--- config.mk ---
export PLATFORM = sky130hd
export DESIGN_NAME = mem_port_arbiter
export DESIGN_NICKNAME = d
export VERILOG_FILES = /design/src/rtl/mem_port_arbiter.sv
export SDC_FILE = /design/constraint.sdc
export NUM_CORES = 1
export LEC_CHECK = 0
export BUFFER_PORTS_ARGS = -buffer_cell sky130_fd_sc_hd__buf_2
export CAP_MARGIN = 30
export CORE_ASPECT_RATIO = 0.75
export CORE_MARGIN = 2
export CORE_UTILIZATION = 25
export DETAILED_ROUTE_END_ITERATION = 10
export PLACE_DENSITY_LB_ADDON = 0.25
export SYNTH_ARGS = -nofsm -noshare
export SYNTH_HDL_FRONTEND = slang
export SYNTH_SLANG_ARGS = --single-unit
export TNS_END_PERCENT = 5
--- constraint.sdc ---
create_clock -name clk -period 2.15 [get_ports clk]
set_clock_uncertainty 0.15 [all_clocks]
set_input_delay 0.1075 -clock clk [delete_from_list [all_inputs] [get_ports clk]]
set_output_delay 0.1075 -clock clk [all_outputs]
set_load 0.01 [all_outputs]
--- src/rtl/mem_port_arbiter.sv ---
// mem_port_arbiter
//   Shares the single-ported unified I/D memory of the multicycle MIPS core
//   between the core and a debug/program-loader port. One transaction at a
//   time: grant (round-robin on ties), a fixed WAIT_CYCLES memory access,
//   then a one-cycle done pulse to the owner. Misaligned addresses skip the
//   memory and complete immediately with err set.
// Ports:
//   clk, rst            clock, synchronous active-high reset
//   c_* / d_*           core / debug request channels (req, we, addr, wdata
//                       in; rdata, done, err out)
//   m_*                 memory macro interface (all outputs registered)
//   busy                high in ACCESS and DONE
//   owner               current or most recent grantee (0 core, 1 debug)
module mem_port_arbiter #(
  parameter int AW          = 32,
  parameter int DW          = 32,
  parameter int WAIT_CYCLES = 2
) (
  input  logic          clk,
  input  logic          rst,
  input  logic          c_req,
  input  logic          c_we,
  input  logic [AW-1:0] c_addr,
  input  logic [DW-1:0] c_wdata,
  output logic [DW-1:0] c_rdata,
  output logic          c_done,
  output logic          c_err,
  input  logic          d_req,
  input  logic          d_we,
  input  logic [AW-1:0] d_addr,
  input  logic [DW-1:0] d_wdata,
  output logic [DW-1:0] d_rdata,
  output logic          d_done,
  output logic          d_err,
  output logic          m_en,
  output logic          m_we,
  output logic [AW-1:0] m_addr,
  output logic [DW-1:0] m_wdata,
  input  logic [DW-1:0] m_rdata,
  output logic          busy,
  output logic          owner
);

  localparam int CW = (WAIT_CYCLES > 1) ? $clog2(WAIT_CYCLES) : 1;

  typedef enum logic [1:0] {IDLE, ACCESS, DONE} state_t;

  state_t        state;
  logic [CW-1:0] cnt;
  logic          last_grant;

  // Grant decision and selected fields. These feed registers only, so no
  // combinational path exists from any req to the m_* outputs.
  logic          any_req;
  logic          pick;
  logic          g_we;
  logic [AW-1:0] g_addr;
  logic [DW-1:0] g_wdata;

  always_comb begin
    any_req = c_req | d_req;
    pick    = (c_req && d_req) ? ~last_grant : d_req;
    g_we    = pick ? d_we    : c_we;
    g_addr  = pick ? d_addr  : c_addr;
    g_wdata = pick ? d_wdata : c_wdata;
  end

  always_ff @(posedge clk) begin
    if (rst) begin
      state      <= IDLE;
      cnt        <= '0;
      last_grant <= 1'b1;   // core wins the first tie
      owner      <= 1'b0;
      busy       <= 1'b0;
      m_en       <= 1'b0;
      m_we       <= 1'b0;
      m_addr     <= '0;
      m_wdata    <= '0;
      c_rdata    <= '0;
      d_rdata    <= '0;
      c_done     <= 1'b0;
      d_done     <= 1'b0;
      c_err      <= 1'b0;
      d_err      <= 1'b0;
    end else begin
      // done/err are single-cycle pulses
      c_done <= 1'b0;
      d_done <= 1'b0;
      c_err  <= 1'b0;
      d_err  <= 1'b0;
      case (state)
        IDLE: begin
          if (any_req) begin
            owner      <= pick;
            last_grant <= pick;
            busy       <= 1'b1;
            if (g_addr[1:0] != 2'b00) begin
              // misaligned: no memory access, report straight away
              state <= DONE;
              if (pick) begin
                d_done <= 1'b1;
                d_err  <= 1'b1;
              end else begin
                c_done <= 1'b1;
                c_err  <= 1'b1;
              end
            end else begin
              state   <= ACCESS;
              cnt     <= '0;
              m_en    <= 1'b1;
              m_we    <= g_we;
              m_addr  <= g_addr;
              m_wdata <= g_wdata;
            end
          end
        end
        ACCESS: begin
          if (cnt == CW'(WAIT_CYCLES - 1)) begin
            state <= DONE;
            m_en  <= 1'b0;
            m_we  <= 1'b0;
            if (owner) begin
              d_done <= 1'b1;
              if (!m_we) d_rdata <= m_rdata;
            end else begin
              c_done <= 1'b1;
              if (!m_we) c_rdata <= m_rdata;
            end
          end else begin
            cnt <= cnt + 1'b1;
          end
        end
        DONE: begin
          state <= IDLE;
          busy  <= 1'b0;
        end
        default: state <= IDLE;
      endcase
    end
  end

endmodule

# After elaboration in Yosys (flattened, before gate mapping)
# Cells that the tools add are included.
[totals]
in_bits = 166
reg_bits = 140
[classes]
n_addsub = 1
n_reduce_logical = 14
n_mux = 33
n_bitwise = 6
eq_ne = 5
[op_table]
columns = ["cell", "count"]
rows = [
  ["$mux W32", 2],
  ["$mux W1", 21],
  ["$pmux W1 S2", 6],
  ["$reduce_and A4 Y1", 3],
  ["$mux W2", 3],
  ["$ne A2 B2 Y1 const B", 3],
  ["$reduce_and A2 Y1", 3],
  ["$reduce_and A3 Y1", 2],
  ["$reduce_bool A2 Y1", 3],
  ["$not A1 Y1", 5],
  ["$pmux W2 S2", 1],
  ["$eq A2 B1 Y1 const B", 1],
  ["$eq A2 B2 Y1 const B", 1],
  ["$logic_not A2 Y1", 1],
  ["$reduce_or A2 Y1", 1],
  ["$add A1 B1 Y1 const B", 1],
  ["$logic_and A1 B1 Y1", 1],
  ["$or A1 B1 Y1", 1],
]

# Depth between registers and ports, before layout
[depth]
depth_word = 7
depth_mapped = 7
ltp_nobuf = 4

# Worst setup path after synthesis
# OpenSTA, ideal clock, no wires.
[synth_timing]
kind = "reg-to-reg"
from = "reg last_grant"
to = "reg m_addr[10]"
setup_ns = 0.081
t_arrival_ns = 1.423
setup_slack_ns = 0.496
path_stages_with_launch = 7
path_buffers = 2
cell_sequence = "dfxtp_1 a21boi_2 mux2_4 and2_1 buf_6 buf_6 a211oi_2"
[synth_between]
elab_chain_cells = 6
[synth_lines]
columns = ["item", "line_no", "source"]
rows = [
  ["start: declaration", "50", "logic last_grant;"],
  ["start signal: assignment", "95", "last_grant <= pick;"],
  ["$not A1 Y1 *", "62", "pick = (c_req && d_req) ? ~last_grant : d_req;"],
  ["$mux W1 *", "62", ""],
  ["$mux W32 *", "64", "g_addr = pick ? d_addr : c_addr;"],
  ["$reduce_bool A2 Y1", "97", "if (g_addr[1:0] != 2'b00) begin"],
  ["$not A1 Y1 (no source line)", "--", ""],
  ["$reduce_and A3 Y1 (no source line)", "--", ""],
  ["end signal: assignment", "112", "m_addr <= g_addr;"],
  ["end: declaration", "37", "output logic [AW-1:0] m_addr,"],
]
# Every way passes the cells marked *; elsewhere a longest branch is shown, timed or not.
# A chain may end at the register's enable or synchronous reset.

# Final worst setup path
[layout_timing]
from = "reg state[0]"
to = "reg owner"
[layout_between]
elab_chain_cells = 2
[layout_lines]
columns = ["item", "line_no", "source"]
rows = [
  ["start: declaration", "48", "state_t state;"],
  ["start signal: assignment", "70", "state <= IDLE;"],
  ["start signal: assignment", "99", "state <= DONE;"],
  ["start signal: assignment", "108", "state <= ACCESS;"],
  ["$logic_not A2 Y1", "91", "case (state)"],
  ["$reduce_and A2 Y1 (no source line)", "--", ""],
  ["end signal: assignment", "94", "owner <= pick;"],
  ["end: declaration", "41", "output logic owner"],
]
# No other way between the ends.

==> results.sh <==
export IMPL_setup_viol=0
export IMPL_startpoint="state[0]"
export IMPL_drt_pass1_iter_count=4
export IMPL_die_h_microns=138.0
export IMPL_drt_total_wl_microns=20450
export IMPL_p_leak_nw=4.283
export IMPL_grt_usage=0.1606
export IMPL_die_x_microns=182.7
export IMPL_min_delay_start="d_addr[0]"
export IMPL_antenna_found_initial=1
export IMPL_ys_ff_latch=140
export IMPL_yosysWarnings=0
export IMPL_ir_drop_mv=0.4852
export IMPL_htreeDepth=4
export IMPL_cp_arrival_ns=2.09
export IMPL_cp_max_fo=8
export IMPL_routabilityCongestion=0.7094
export IMPL_clock_latency_ns=0.40
export IMPL_setup_tns_ns=0
export IMPL_crit_path_end_kind="flop"
export IMPL_n_fill_cell=2321
export IMPL_synthFlopType="dfxtp_1"
export IMPL_drt_vias_per_instance=4.439
export IMPL_timing_final_crit_share=0.8847
export IMPL_grt_pass1_wl_microns=32560
export IMPL_grt_ovfl_total=0
export IMPL_critPathRequiredTime_ns=2.34
export IMPL_post_cts_buffers=0
export IMPL_start_util=0.2523
export IMPL_hp_class="input pin to flop"
export IMPL_place_area_sq_mm=0.007779
export IMPL_synth_edf_count=0
export IMPL_grt_start_max_net_pins=68
export IMPL_routedWlPerCell_microns=14.78
export IMPL_post_route_min_period_ns=1.902
export IMPL_cts_sinks=140
export IMPL_cts_root_buf="clkbuf_16"
export IMPL_num_rows=49
export IMPL_powerDensity_mw_per_mm2=713.5
export IMPL_setup_slack_ns=0.2478
export IMPL_cts_tree="yes"
export IMPL_dp_hpwl_microns=12550
export IMPL_synth_fp_nets=790
export IMPL_postSynthAreaPerCell_sq_um=9.595
export IMPL_portBuffers=301
export IMPL_worst_slew_pin_slew_ns=0.4636
export IMPL_drive_gt1_frac=0.3885
export IMPL_grt_setup_unrepaired="false"
export IMPL_slew_headroom=0.6909
export IMPL_route_detailed_drc=0
export IMPL_dr_total_vias=6139
export IMPL_drt_iter0_markers=232
export IMPL_synth_distinct_cells=35
export IMPL_io_pins=302
export IMPL_hold_viol=0
export IMPL_start_kind="flop"
export IMPL_outcome="finished, final reports clean"
export IMPL_ys_seq_area_frac=0.4681
export IMPL_area_growth_pct=66.90
export IMPL_syn_inst=624
export IMPL_cts_max_path_buffers=2
export IMPL_slew_viol_final=0
export IMPL_fmax_mhz=525.7
export IMPL_grt_pass1_vias=6368
export IMPL_cts_reportedPaths_clkPinSlew_ns=0.06
export IMPL_fp_coreArea_sq_mm=0.02373
export IMPL_cts_made_buffers=17
export IMPL_place_ws_ns=0.3873
export IMPL_timing_setup_critical_path_class="flop to flop"
export IMPL_max_cap_viol_count=0
export IMPL_syn_area_sq_mm=0.005987
export IMPL_async_flop_share=0
export IMPL_die_area_sq_mm=0.02521
export IMPL_nets=1229
export IMPL_final_area_sq_mm=0.009992
export IMPL_rr_startpoint="state[0]"
export IMPL_antenna_left=0
==> layout make-up <==
| class | instances | area [sq um] | area share |
|---|---|---|---|
| Inverter | 2 | 7.507 | 0.0007513 |
| Multi-Input combinational cell | 424 | 2840 | 0.2842 |
| Sequential cell | 140 | 2803 | 0.2805 |
| Antenna cell | 1 | 2.502 | 0.0002504 |
| Tap cell | 306 | 382.9 | 0.03832 |
| Clock buffer | 19 | 432.9 | 0.04333 |
| Clock inverter | 13 | 166.4 | 0.01665 |
| Timing Repair Buffer | 478 | 3357 | 0.3360 |
==> sequential cells by signal, summed over array words and instances (netlist names) <==
signal and flops:
owner 1, c_rdata 32, m_en 1, m_we 1, state 2, cnt 1
d_rdata 32, d_err 1, busy 1, m_addr 32, c_err 1, c_done 1
d_done 1, last_grant 1, m_wdata 32
==> critical path: stages (launching register included) <==
cell and delay, ns:
dfxtp_1 0.49, buf_4 0.22, nor2_2 0.06, o21ai_1 0.14
dlygate4sd3_1 0.58, nand2_1 0.05, a21oi_1 0.14
==> synthesized netlist by cell type (3+ instances only) <==
| cell | instances | area, sq um |
|---|---|---|
| a211oi_2 | 60 | 750.7 |
| nor2_1 | 6 | 22.52 |
| buf_6 | 14 | 157.7 |
| clkbuf_1 | 25 | 93.84 |
| clkbuf_4 | 4 | 30.03 |
| nor3_1 | 3 | 15.01 |
| buf_2 | 14 | 70.07 |
| dfxtp_1 | 140 | 2803 |
| mux2i_1 | 62 | 620.6 |
| nand2_1 | 134 | 503.0 |
| a211oi_1 | 3 | 22.52 |
| a21oi_1 | 131 | 655.6 |
==> timing repair <==
action,in CTS,in global routing
hold buffers,161,0
endpoints found under the setup margin,0,0
resized for setup,0,0
hold endpoints to repair,137,0
==> cell usage in the layout (no fill, tap or decap), types with 6 or more instances in the layout <==
cell	instances
buf_12	9
nor2_1	6
mux2i_1	62
dlygate4sd3_1	161
dfxtp_1	140
a211oi_2	60
clkbuf_16	17
a21oi_1	131
nand2_1	134
buf_2	300
buf_4	7
==> routing by layer <==
layer | global-route usage | up-vias | share of wire
met3 | 0.04452 | 34 | 0.062
met2 | 0.2742 | 193 | 0.48
met5 | 0 | - | 0
li1 | - | 3080 | -
met4 | 0.06112 | 0 | 0.022
met1 | 0.1919 | 2832 | 0.43
==> final timing paths <==
| check | endpoint | slack [ns] | cells past startpoint |
|---|---|---|---|
| worst max-delay path | owner | 0.25 | 6 |
| worst min-delay path | d_err | 0.08 | 4 |
| worst max register to register | owner | 0.25 | 6 |
| worst min register to register | d_rdata[0] | 0.30 | 2 |
==> stage by stage <==
step                hold WS [ns]  power (W)  instances    util
floorplan                0.09348   0.003503        624       -
global route             0.09061   0.007471       1383  0.4211
CTS                      0.07301   0.007232       1382  0.4210
detailed placement        0.2162   0.003917       1189  0.3278
finish                   0.08432   0.007129       1383  0.4211
global placement          0.2118   0.003911       1189  0.3278
==> kinds of logic (layout without fill, tap and decap cells) <==
kind of cell           count (synthesis)  after routing  share of synthesized area
other                                  0              1                          0
buffers and inverters                 60            512                    0.06123
and+or+nand+nor                      159            159                     0.1143
muxes                                 63             63                     0.1062
AOI/OAI and AO/OA                    202            202                     0.2502
DFF                                  140            140                     0.4681
==> where the power goes <==
part | switching, W | internal, W | leakage (nW)
sequential | 0.0000718 | 0.00272 | 1.14
clock | 0.00120 | 0.00184 | 0.289
combinational | 0.000643 | 0.000657 | 2.86
Power figures use the tool's default switching activity.
